==> config.mk <==
export PLATFORM = sky130hd
export DESIGN_NAME = instr_mem_loader
export DESIGN_NICKNAME = d
export VERILOG_FILES = /design/src/rtl/instr_mem_loader.sv
export SDC_FILE = /design/constraint.sdc
export NUM_CORES = 1
export LEC_CHECK = 0
export CAP_MARGIN = 10
export CELL_PAD_IN_SITES_DETAIL_PLACEMENT = 0
export CELL_PAD_IN_SITES_GLOBAL_PLACEMENT = 2
export CORE_UTILIZATION = 35
export DETAILED_ROUTE_END_ITERATION = 7
export GPL_TIMING_DRIVEN = 0
export PLACE_DENSITY_LB_ADDON = 0.1
export SYNTH_ARGS = -nofsm -noshare
export SYNTH_HDL_FRONTEND = slang
export SYNTH_SLANG_ARGS = --single-unit
==> constraint.sdc <==
create_clock -name clk -period 2.9 [get_ports clk]
set_clock_uncertainty 0.1 [all_clocks]
set_input_delay 0.29 -clock clk [delete_from_list [all_inputs] [get_ports clk]]
set_output_delay 0.29 -clock clk [all_outputs]
set_load 0.02 [all_outputs]
==> src/rtl/instr_mem_loader.sv <==
// Packs a stream of HOST_W-bit host words into INSTR_W-bit instruction words
// and writes them to consecutive instruction memory addresses from a base.
module instr_mem_loader #(
   parameter int HOST_W  = 32,
   parameter int INSTR_W = 128,
   parameter int ADDR_W  = 10
) (
   input  logic               clk,
   input  logic               rst,
   input  logic               start,
   input  logic               abort,
   input  logic [ADDR_W-1:0]  base_addr,
   input  logic [ADDR_W:0]    n_instr,
   input  logic               host_valid,
   input  logic [HOST_W-1:0]  host_data,
   output logic               host_ready,
   output logic               mem_we,
   output logic [ADDR_W-1:0]  mem_addr,
   output logic [INSTR_W-1:0] mem_wdata,
   output logic               busy,
   output logic               done
);

   localparam int PACK  = INSTR_W / HOST_W;
   localparam int IDX_W = (PACK > 1) ? $clog2(PACK) : 1;
   localparam int CNT_W = ADDR_W + 1;
   localparam logic [IDX_W-1:0] LAST_IDX = IDX_W'(PACK - 1);

   typedef enum logic [1:0] {
      S_IDLE    = 2'd0,
      S_LOAD    = 2'd1,
      S_LAST_WR = 2'd2,
      S_DONE    = 2'd3
   } state_t;

   state_t             state_q, state_d;
   logic [IDX_W-1:0]   idx_q, idx_d;
   logic [INSTR_W-1:0] pack_q, pack_d;
   logic [ADDR_W-1:0]  addr_q, addr_d;
   logic [CNT_W-1:0]   cnt_q, cnt_d;
   logic               we_q, we_d;
   logic [ADDR_W-1:0]  maddr_q, maddr_d;
   logic [INSTR_W-1:0] wdata_q, wdata_d;

   // Next-state, packing and write-port staging
   always_comb begin
      state_d = state_q;
      idx_d   = idx_q;
      pack_d  = pack_q;
      addr_d  = addr_q;
      cnt_d   = cnt_q;
      we_d    = 1'b0;
      maddr_d = maddr_q;
      wdata_d = wdata_q;
      case (state_q)
         S_IDLE: begin
            if (start) begin
               if (n_instr != {CNT_W{1'b0}}) begin
                  state_d = S_LOAD;
                  addr_d  = base_addr;
                  cnt_d   = n_instr;
                  idx_d   = {IDX_W{1'b0}};
                  pack_d  = {INSTR_W{1'b0}};
               end else begin
                  state_d = S_DONE;
               end
            end else begin
               state_d = S_IDLE;
            end
         end
         S_LOAD: begin
            if (abort) begin
               state_d = S_IDLE;
               idx_d   = {IDX_W{1'b0}};
               pack_d  = {INSTR_W{1'b0}};
            end else if (host_valid) begin
               pack_d[int'(idx_q)*HOST_W +: HOST_W] = host_data;
               // Final slice completes the word: stage the write and clear the pack.
               if (idx_q == LAST_IDX) begin
                  we_d    = 1'b1;
                  maddr_d = addr_q;
                  wdata_d = pack_d;
                  addr_d  = addr_q + ADDR_W'(1);
                  cnt_d   = cnt_q - CNT_W'(1);
                  idx_d   = {IDX_W{1'b0}};
                  pack_d  = {INSTR_W{1'b0}};
                  if (cnt_q == CNT_W'(1)) begin
                     state_d = S_LAST_WR;
                  end else begin
                     state_d = S_LOAD;
                  end
               end else begin
                  idx_d = idx_q + IDX_W'(1);
               end
            end else begin
               state_d = S_LOAD;
            end
         end
         S_LAST_WR: begin
            if (abort) begin
               state_d = S_IDLE;
            end else begin
               state_d = S_DONE;
            end
         end
         S_DONE: begin
            state_d = S_IDLE;
         end
         default: begin
            state_d = S_IDLE;
         end
      endcase
   end

   // State and datapath registers
   always_ff @(posedge clk or negedge rst) begin
      if (!rst) begin
         state_q <= S_IDLE;
         idx_q   <= {IDX_W{1'b0}};
         pack_q  <= {INSTR_W{1'b0}};
         addr_q  <= {ADDR_W{1'b0}};
         cnt_q   <= {CNT_W{1'b0}};
         we_q    <= 1'b0;
         maddr_q <= {ADDR_W{1'b0}};
         wdata_q <= {INSTR_W{1'b0}};
      end else begin
         state_q <= state_d;
         idx_q   <= idx_d;
         pack_q  <= pack_d;
         addr_q  <= addr_d;
         cnt_q   <= cnt_d;
         we_q    <= we_d;
         maddr_q <= maddr_d;
         wdata_q <= wdata_d;
      end
   end

   assign host_ready = (state_q == S_LOAD);
   assign busy       = (state_q != S_IDLE);
   assign done       = (state_q == S_DONE);
   assign mem_we     = we_q;
   assign mem_addr   = maddr_q;
   assign mem_wdata  = wdata_q;

endmodule

==> results of run 1 <==
## worst register-to-register path, delay by kind of cell (launching register included)
kind	cells	cell delay, ps
AND/OR/NAND/NOR	3	680
buffers and inverters	2	710
flip-flops	1	520
AO/OA/AOI/OAI	1	580
## Yosys cell counts, types with 2 or more instances
| master | n |
|---|---|
| buf_2 | 20 |
| o32ai_1 | 2 |
| a22o_1 | 126 |
| o211ai_4 | 4 |
| nor2b_1 | 6 |
| a221oi_1 | 126 |
| dfrtp_1 | 292 |
| o21ai_1 | 2 |
| a21oi_1 | 15 |
| clkbuf_1 | 56 |
| and2_1 | 3 |
| o31ai_1 | 10 |
| a31oi_1 | 8 |
| o31a_1 | 3 |
| or4_1 | 3 |
| nand2b_1 | 2 |
| o2bb2ai_1 | 4 |
| nor3_1 | 8 |
| nand3_1 | 5 |
| nor2_2 | 2 |
| a22oi_1 | 7 |
| nand2_1 | 45 |
| inv_2 | 2 |
| nor2_1 | 271 |
| o41ai_1 | 2 |
| inv_1 | 12 |
| buf_6 | 14 |
| nor4_1 | 5 |
| nand4_1 | 2 |
| buf_1 | 33 |
| o211ai_1 | 3 |
| and4_1 | 4 |
| and3_1 | 3 |
| o21ai_0 | 15 |
| ha_1 | 9 |
| mux2i_1 | 3 |
## layer usage
metal	track usage	vias to the layer above
met5	0	-
met4	0.0577	2
met3	0.0325	64
met2	0.338	307
met1	0.325	5066
li1	-	4616
## stage by stage
step	area (um^2)	TNS (ps)	util	worst slack (ps)
after detailed placement	14800	-14900	0.425	-332
after CTS	15900	0	0.457	6.10
final	16000	0	0.458	160
after global placement	14800	-3510890	0.423	-12000
after global routing	16000	0	0.458	5.67
after floorplan	12500	0	-	668
## power by group through the flow
stage          registers, mW  clock network [mW]  logic, mW
5_1_grt                 4.77                4.49       2.23
2_1_floorplan           4.93                   0      0.947
6_report                4.73                4.24       2.05
3_3_place_gp            4.80                   0       2.02
4_1_cts                 4.72                4.33       2.06
3_5_place_dp            4.79                   0       2.04
## placed cells by master, fill, tap and decap left out, types with 15 or more instances in the layout
| cell | n |
|---|---|
| dfrtp_1 | 291 |
| nor2_1 | 271 |
| clkdlybuf4s50_1 | 167 |
| a22o_1 | 126 |
| a221oi_1 | 126 |
| clkbuf_1 | 56 |
| nand2_1 | 45 |
| clkbuf_16 | 35 |
| buf_1 | 32 |
| buf_2 | 21 |
| o21ai_0 | 15 |
| a21oi_1 | 15 |
## what timing repair did
item                                    CTS  global route
resized for setup                         9             7
hold buffers                              1             0
buffers inserted                          0             2
pin swaps                                 0             1
endpoints found under the hold margin    70             0
cloned                                    0             0
endpoints found under the setup margin  113           113
## cells by family after synthesis
group / Yosys count / synth area share
adder cells (fa/ha/maj): 9 / 0.00900
flip-flops: 292 / 0.584
AND/OR/NAND/NOR: 370 / 0.125
buffers and inverters: 139 / 0.0524
multiplexers: 4 / 0.00330
AO/OA/AOI/OAI: 336 / 0.226
## sequential cells by signal, indices dropped and copies added (netlist names)
signal,cells
cnt_q,11
pack_q,128
idx_q,2
mem_addr,10
mem_wdata,128
state_q,2
addr_q,10
mem_we,1
## area by class of cell
class,count,area share
Clock buffer,54,0.0656
Inverter,15,0.00376
Tap cell,455,0.0357
Clock inverter,3,0.00274
Timing Repair Buffer,173,0.111
Multi-Input combinational cell,719,0.286
Buffer,122,0.0377
Sequential cell,292,0.458
## worst max path at each step
stage / end / slack, ps / depth (start not counted)
4_1_cts: host_ready / 6 / 4
3_3_place_gp: mem_wdata[67] / -12000 / 1
6_report: mem_wdata[96] / 160 / 6
5_1_grt: mem_wdata[96] / 6 / 6
2_1_floorplan: pack_q[62] / 670 / 8
3_5_place_dp: pack_q[69] / -330 / 9
==> results.md, run 1 <==
* All-layer global routing usage at 0.221
* Post-synth ARST share at 1.00
* Fraction of layout cells with a size suffix above 1 at 0.0849
* Ant diodes at 0
* Reg area at 0.00731 mm^2
* Cell count after synthesis at approximately 1200
* Sequential power share at 0.429
* Clock-pin slew on the worst setup and hold paths at around 60 ps
* CP Capture Type: register
* CP top delay family: buffers and inverters
* RR Endpoint: mem_wdata[96]
* CTS root buffer: clkbuf_16
* Post-detailed-routing wire length at 40.1 mm
* Vias per inst at between 5 and 6
* Die ar. at between 0.03 and 0.04 mm^2
* Slew headroom at 0.514
* Distinct cell type count after synthesis at 59
* PwrDens at a little under 700 mW/mm^2
* Met3 wire len at about 2.1 mm
* CP peak stage delay at between 500 and 600 ps
* Area of the multi-input gates at 0.00457 mm^2
* Clock Sinks at approximately 300
* Synth warnings at 0
* Initial core utilization at 0.359
* GRT overflow at 0
* First-pass GRT wire length at about 60 mm
* Final period util at 0.945
* Startpoint types: register
* Residual DRC at 0
* Tmin final at 2740 ps
* Pin count of the biggest net entering global routing at roughly 120
* Avg WL per Cell at roughly 22 um
* Status: finished clean
* Die X at ~190 um
* Ys flop type: dfrtp_1
* Flops & latches, synth at around 300
* Synthesis-to-finish area growth at 27.6%
* Worst r2r src: state_q[0]
* Min-Delay Path Class: in2reg
* TritonRoute pass-1 iters at 5
* CP max stage cell: a221oi_1
* Register area share after synthesis at 0.584
* Post-synth EDFFs at 0
* Dpl hpwl at between 20 and 30 mm
* Worst-Skew Late Latency at 520 ps
* RSZ-0062 raised after global routing: no
* CTS Buffer Depth at 3
* Crit path launch: state_q[0]
* Pint at 7.79 mW
* Worst path bufs/invs at 2
* CP Max Fanout at 10
* Iteration-0 DRC Markers at 660
* Vias in the first global route at just under 10000
* R2R Setup Slk at roughly 160 ps
* Leakage power at between 7 and 8 nW
* DP Cell Count at 1775
* GP Congestion at roughly 0.77
* Number of port buffers at 168
* Core Box Area at roughly 0.035 mm^2
* Met2 Wirelength at ~18 mm
* Endpoint, Worst Hold: pack_q[32]
* # fillers at roughly 3400
* Fin Hold WS at between 100 and 150 ps
* Top cells by area, synth: dfrtp_1, a221oi_1, a22o_1
* Highest routed metal layer: met5
* Final hold violation count at 0
* Clk network pwr share at 0.385
* Yosys top cell by area: dfrtp_1
* Std cell rows at 68
* M1 WL at between 15 and 20 mm
* Mapped Area at 0.0125 mm^2
* Power after layout at ~11 mW
* Mapped Nets at ~1200
* Final Setup Violations at 0
* NetSw at 3.23 mW
* Via count at between 10000 and 15000
* Die H at between 150 and 200 um
* Initial antenna violation count at 1
* Yosys top cell area share at 0.584
* Maximum vdd ir drop at roughly 410 uV
* R2R cell count at 6
* # IOs at 200
* Syn Area/Cell at 10.9 um^2
* Achievable Freq at 365 MHz
* Max-Cap Viols at 0
* Hold Path Origin: host_data[0]
* Sw Share at 0.293
* TritonCTS clock tree: yes
* DRT antenna net count at 0
* Comb pwr share at 0.186
* # H-tree levels at 2
* Required @ worst endpoint at 3170 ps
* Non-Filler Instances at roughly 1800
* Type of the worst setup path: reg2reg
* Fin. max-slew vios at 0
* WHS Path Cells at 2
* Worst Path Arrival at between 3000 and 4000 ps
* Measured slew at the worst slew-check pin at around 730 ps
* # nets final at roughly 1400
* CP Cell Sequence: nor3b_4 > nand3_2 > buf_2 > clkbuf_1 > a221oi_1 > nor2_1
* Total CTS buffers at 34
(Power assumes the default switching activity.)
==> inputs of run 2 (changes only) <==
--- a/config.mk
+++ b/config.mk
@@ -15,3 +15,4 @@
 export SYNTH_ARGS = -nofsm -noshare
 export SYNTH_HDL_FRONTEND = slang
 export SYNTH_SLANG_ARGS = --single-unit
+export TNS_END_PERCENT = 5
==> results.md, run 2 (synthesis gave the netlist of run 1 again) <==
* Iteration-0 DRC Markers at 583 (-12%)
* DRT antenna net count at 0 (unchanged)
* Vias in the first global route at 9928 (unchanged)
* TritonRoute pass-1 iters at 5 (unchanged)
* CP Capture Type: register
* Residual DRC at 0 (unchanged)
* PwrDens at 690 mW/mm^2 (about the same)
* Type of the worst setup path: reg2reg
* Most frequent cells in the layout: dfrtp_1, nor2_1, clkdlybuf4s50_1
* R2R cell count at 8 (+2)
* Clk network pwr share at 0.386 (about the same)
* Achievable Freq at 367 MHz (+0.61%)
* Measured slew at the worst slew-check pin at 754 ps (+25.0 ps)
* First-pass GRT wire length at 61.1 mm (unchanged)
* Required @ worst endpoint at 3250 ps (+80 ps)
* Final period util at 0.939 (-0.00576)
* CTS root buffer: clkbuf_16
* All-layer global routing usage at 0.221 (unchanged)
* Die X at 191 um (unchanged)
* Commonest non-fill, non-tap cell in the layout: dfrtp_1
* Max-Cap Viols at 0 (unchanged)
* Via count at 10114 (+0.59%)
* Clock-pin slew on the worst setup and hold paths at 60 ps (about the same)
* Die ar. at 0.0365 mm^2 (unchanged)
* Crit path to: pack_q[19]
* Fraction of layout cells with a size suffix above 1 at 0.0814 (-0.00351)
* WHS Path Cells at 2 (unchanged)
* RSZ-0062 raised after global routing: no
* Initial antenna violation count at 1 (unchanged)
* Status: finished clean
* Ant diodes at 0 (unchanged)
* CP max stage cell: dfrtp_2
* Dpl hpwl at 27.2 mm (unchanged)
* DP Cell Count at 1775 (unchanged)
* Fin. max-slew vios at 0 (unchanged)
* Sw Share at 0.294 (+0.000487)
* Worst Path Arrival at 3070 ps (+60 ps)
* Post-detailed-routing wire length at 40.1 mm (-0.15%)
* Synthesis-to-finish area growth at 27.4%
* CP Max Fanout at 10 (unchanged)
* Worst-Skew Late Latency at 520 ps (about the same)
* TritonCTS clock tree: yes
* GRT overflow at 0 (unchanged)
* Non-Filler Instances at 1831 (-0.11%)
* # fillers at 3414 (+0.029%)
* TNS Setup at 0 ps (unchanged)
* Area of the multi-input gates at 0.00457 mm^2 (about the same)
* Tmin final at 2720 ps (-16.7 ps)
* RR Endpoint: pack_q[19]
* Post-Place Worst Slack at -332 ps (unchanged)
* Total CTS buffers at 34 (unchanged)
* CP peak stage delay at 490 ps (-90 ps)
* Worst r2r src: idx_q[0]
* Pint at 7.77 mW (-0.16%)
* Min-Delay Path Class: in2reg
* Power after layout at 11.0 mW (about the same)
* Final Setup Violations at 0 (unchanged)
* Startpoint types: register
* Crit path launch: idx_q[0]
* Cell Area, Placed at 0.0148 mm^2 (unchanged)
* Die H at 191 um (unchanged)
* # IOs at 200 (unchanged)
* Reg area at 0.00731 mm^2 (unchanged)
* GP Congestion at 0.768 (unchanged)
* Number of port buffers at 168 (unchanged)
* Slew headroom at 0.497 (-0.0167)
* Design Area, Final at 0.0159 mm^2 (-0.11%)
* Maximum vdd ir drop at 408 uV (+0.24%)
* Clock Sinks at 292 (unchanged)
* Leakage power at 7.25 nW (-0.23%)
* R2R Setup Slk at 180 ps (+20 ps)
* Std cell rows at 68 (unchanged)
* Initial core utilization at 0.359 (unchanged)
* NetSw at 3.23 mW (about the same)
* Comb pwr share at 0.185 (about the same)
* Core Box Area at 0.0349 mm^2 (unchanged)
* Worst setup margin at 177 ps (+16.7 ps)
* Fin Hold WS at 150 ps (+1.57 ps)
* CTS Buffer Depth at 3 (unchanged)
* Sequential power share at 0.429 (about the same)
* Avg WL per Cell at 21.9 um (about the same)
* # nets final at 1422 (-0.14%)
* # H-tree levels at 2 (unchanged)
* CP Cell Sequence: inv_1 > ha_1 > inv_2 > nor4b_4 > and3_1 > buf_1 > buf_2 > a22o_1
* Core Util, Final at 0.457 (-0.000503)
* Vias per inst at 5.52 (+0.70%)
* Final hold violation count at 0 (unchanged)
* Post-CTS Setup Inserts at 0 (unchanged)
* Pin count of the biggest net entering global routing at 116 (unchanged)
-- run 2: power groups by stage --
stage | Combinational [mW] | Sequential, mW | Clock [mW]
floorplan | 0.947 | 4.93 | 0
global placement | 2.02 | 4.80 | 0
detailed placement | 2.04 | 4.79 | 0
CTS | 2.06 | 4.72 | 4.33
global route | 2.22 | 4.77 | 4.49
finish | 2.03 | 4.73 | 4.25
-- run 2: how the worst min path moves through the flow --
stage / slack, ps / start / endpoint
floorplan: -110 / rst / addr_q[0]
global placement: 360 / mem_addr[9] / mem_addr[9]
detailed placement: 200 / rst / mem_wdata[92]
CTS: 120 / host_data[0] / pack_q[64]
global route: 160 / host_data[0] / pack_q[64]
finish: 150 / host_data[0] / pack_q[32]
-- run 2: timing repair --
item,in CTS,in global routing
hold endpoints to repair,70,0
setup endpoints to repair,113,165
hold buffers,1,0
gates resized for setup,7,5
-- run 2: layer usage --
layer,share of wire,GRT usage,vias up
met5,0.00027,0,-
met4,0.020,0.0577,2
met3,0.052,0.0325,55
met2,0.45,0.338,317
met1,0.47,0.325,5118
li1,-,-,4622
-- run 2: worst max-delay path: cells and delay by family, from the launching register on --
kind	cells	cell delay, ps
buffers and inverters	4	910
AND/OR/NAND/NOR	2	710
flip-flops	1	490
adder cells (fa/ha/maj)	1	260
AO/OA/AOI/OAI	1	180
-- run 2: final cells by class --
class                      instances  share of cell area
sequential                       292               0.458
multi-input combinational        719               0.286
timing repair buffer             171               0.110
clock buffer                      54              0.0657
buffer                           122              0.0377
tap                              455              0.0357
inverter                          15             0.00377
clock inverter                     3             0.00275
==> inputs of run 3 (changes only) <==
--- a/config.mk
+++ b/config.mk
@@ -8,6 +8,7 @@
 export CAP_MARGIN = 10
 export CELL_PAD_IN_SITES_DETAIL_PLACEMENT = 0
 export CELL_PAD_IN_SITES_GLOBAL_PLACEMENT = 2
+export CORE_MARGIN = 8
 export CORE_UTILIZATION = 35
 export DETAILED_ROUTE_END_ITERATION = 7
 export GPL_TIMING_DRIVEN = 0
==> constraint.sdc (replaced) <==
create_clock -name clk -period 2.9 [get_ports clk]
set_clock_uncertainty 0.1 [all_clocks]
set_input_delay 0.58 -clock clk [delete_from_list [all_inputs] [get_ports clk]]
set_output_delay 0.58 -clock clk [all_outputs]
set_load 0.02 [all_outputs]
==> results.md, run 3 (synthesis gave the netlist of run 1 again) <==
* Via count at 10080 (-0.34%)
* Final Setup Violations at 0 (unchanged)
* Tmin final at 2790 ps (+69.1 ps)
* Fin Hold WS at 49.1 ps (-101 ps)
* GRT overflow at 0 (unchanged)
* Initial core utilization at 0.354 (-0.00520)
* Status: finished clean
* Core Box Area at 0.0354 mm^2 (+1.5%)
* Min-Delay Path Class: in2async
* Sequential power share at 0.426 (-0.003)
* CTS root buffer: clkbuf_16
* Pin count of the biggest net entering global routing at 118 (+1.7%)
* Max-Cap Viols at 0 (unchanged)
* Post-Place Worst Slack at -480 ps (-147 ps)
* Cell Area, Placed at 0.0148 mm^2 (about the same)
* Leakage power at 7.30 nW (+0.69%)
* Most frequent cells in the layout: dfrtp_1, nor2_1, clkdlybuf4s50_1
* Maximum vdd ir drop at 434 uV (+6.2%)
* Comb pwr share at 0.186 (about the same)
* TritonCTS clock tree: yes
* Worst r2r src: idx_q[0]
* Startpoint types: primary input
* DP Cell Count at 1781 (+0.34%)
* Synthesis-to-finish area growth at 27.9%
* Fraction of layout cells with a size suffix above 1 at 0.0874 (+0.00603)
* CP Max Fanout at 10 (unchanged)
* Ant diodes at 0 (unchanged)
* Non-Filler Instances at 1845 (+0.76%)
* CTS Buffer Depth at 3 (unchanged)
* Final hold violation count at 0 (unchanged)
* Total CTS buffers at 35 (+2.9%)
* Cts hold-fix bufs at 0 (-1)
* Vias in the first global route at 10368 (+4.4%)
* DRT antenna net count at 0 (unchanged)
* Final period util at 0.963 (+0.0238)
* Commonest non-fill, non-tap cell in the layout: dfrtp_1
* Initial antenna violation count at 1 (unchanged)
* Avg WL per Cell at 22.9 um (+4.4%)
* All-layer global routing usage at 0.198 (-0.0225)
* Iteration-0 DRC Markers at 677 (+16%)
* Dpl hpwl at 29.2 mm (+7.4%)
* # nets final at 1424 (+0.14%)
* RR Endpoint: pack_q[126]
* Worst-Skew Late Latency at 520 ps (about the same)
* Type of the worst setup path: in2reg
* CP Capture Type: register
* RSZ-0062 raised after global routing: yes
* Worst Path Arrival at 3080 ps (about the same)
* Slew headroom at 0.391 (-0.106)
* Die X at 205 um (+7.3%)
* Core Util, Final at 0.452 (-0.00493)
* TritonRoute pass-1 iters at 5 (unchanged)
* Achievable Freq at 358 MHz (-2.5%)
* Design Area, Final at 0.0160 mm^2 (+0.38%)
* PwrDens at 693 mW/mm^2 (+0.45%)
* Die ar. at 0.0421 mm^2 (+15%)
* R2R Setup Slk at 170 ps (about the same)
* NetSw at 3.29 mW (+1.9%)
* Std cell rows at 69 (+1.5%)
* First-pass GRT wire length at 64.6 mm (+5.7%)
* Number of port buffers at 168 (unchanged)
* GP Congestion at 0.766 (-0.29%)
* Fin. max-slew vios at 0 (unchanged)
* Power after layout at 11.1 mW (+0.83%)
* # H-tree levels at 2 (unchanged)
* Vias per inst at 5.46 (-1.1%)
* R2R cell count at 8 (unchanged)
* Measured slew at the worst slew-check pin at 913 ps (+159 ps)
* TNS Setup at 0 ps (unchanged)
* Required @ worst endpoint at 3190 ps (-60 ps)
* Post-detailed-routing wire length at 42.2 mm (+5.2%)
* Pint at 7.80 mW (+0.38%)
* Sw Share at 0.297 (+0.00316)
* Clk network pwr share at 0.388 (+0.002)
* # IOs at 200 (unchanged)
* Worst setup margin at 108 ps (-69.1 ps)
* Clock-pin slew on the worst setup and hold paths at 60 ps (about the same)
* Clock Sinks at 292 (unchanged)
* Residual DRC at 0 (unchanged)
* Die H at 205 um (+7.3%)
==> run 3: changes by cell type in the layout (fill, tap and decap cells not counted), sizes merged <==
cell | previous run | this run
clkinvlp | 1 | 0
clkdlybuf4s50 | 167 | 166
clkbuf | 109 | 110
dlymetal6s2s | 0 | 1
dlygate4sd3 | 1 | 0
buf | 70 | 73
clkinv | 1 | 7
==> run 3: power groups by stage <==
stage	clock network, mW	logic [mW]	registers (mW)
floorplan	0	0.947	4.93
global placement	0	2.04	4.80
detailed placement	0	2.07	4.80
CTS	4.42	2.07	4.73
global route	4.59	2.26	4.78
finish	4.30	2.06	4.73
==> run 3: final cells by class <==
type / count / area, um^2
Fill cell: 3481 / 19400
Timing Repair Buffer: 172 / 1760
Clock inverter: 8 / 80.1
Inverter: 15 / 57.6
Multi-Input combinational cell: 719 / 4580
Sequential cell: 292 / 7310
Tap cell: 461 / 577
Clock buffer: 56 / 1050
Buffer: 122 / 601
==> run 3: worst max-delay path by stage <==
stage	to	start
5_1_grt	mem_wdata[96]	abort
3_5_place_dp	mem_wdata[117]	abort
3_3_place_gp	mem_wdata[8]	rst
6_report	mem_wdata[105]	abort
2_1_floorplan	pack_q[62]	idx_q[0]
4_1_cts	pack_q[8]	idx_q[0]
==> run 3: timing repair <==
item	4_1_cts	5_1_grt
setup endpoints to repair	93	177
buffers inserted	0	2
resized for setup	6	13
hold endpoints to repair	0	0
pin swaps	0	1
==> run 3: routing by layer <==
| layer | vias up | track usage | part of all wire |
|---|---|---|---|
| met5 | - | 0 | 0.00026 |
| met4 | 2 | 0.0429 | 0.018 |
| li1 | 4639 | - | - |
| met2 | 286 | 0.306 | 0.45 |
| met3 | 49 | 0.0394 | 0.057 |
| met1 | 5104 | 0.285 | 0.47 |
==> run 3: worst max-delay path: stages <==
cell             delay (ps)
clkdlybuf4s50_1         590
nor3b_4                 350
nand3_2                 290
buf_2                   330
clkbuf_1                320
a221oi_1                540
nor2_1                   80
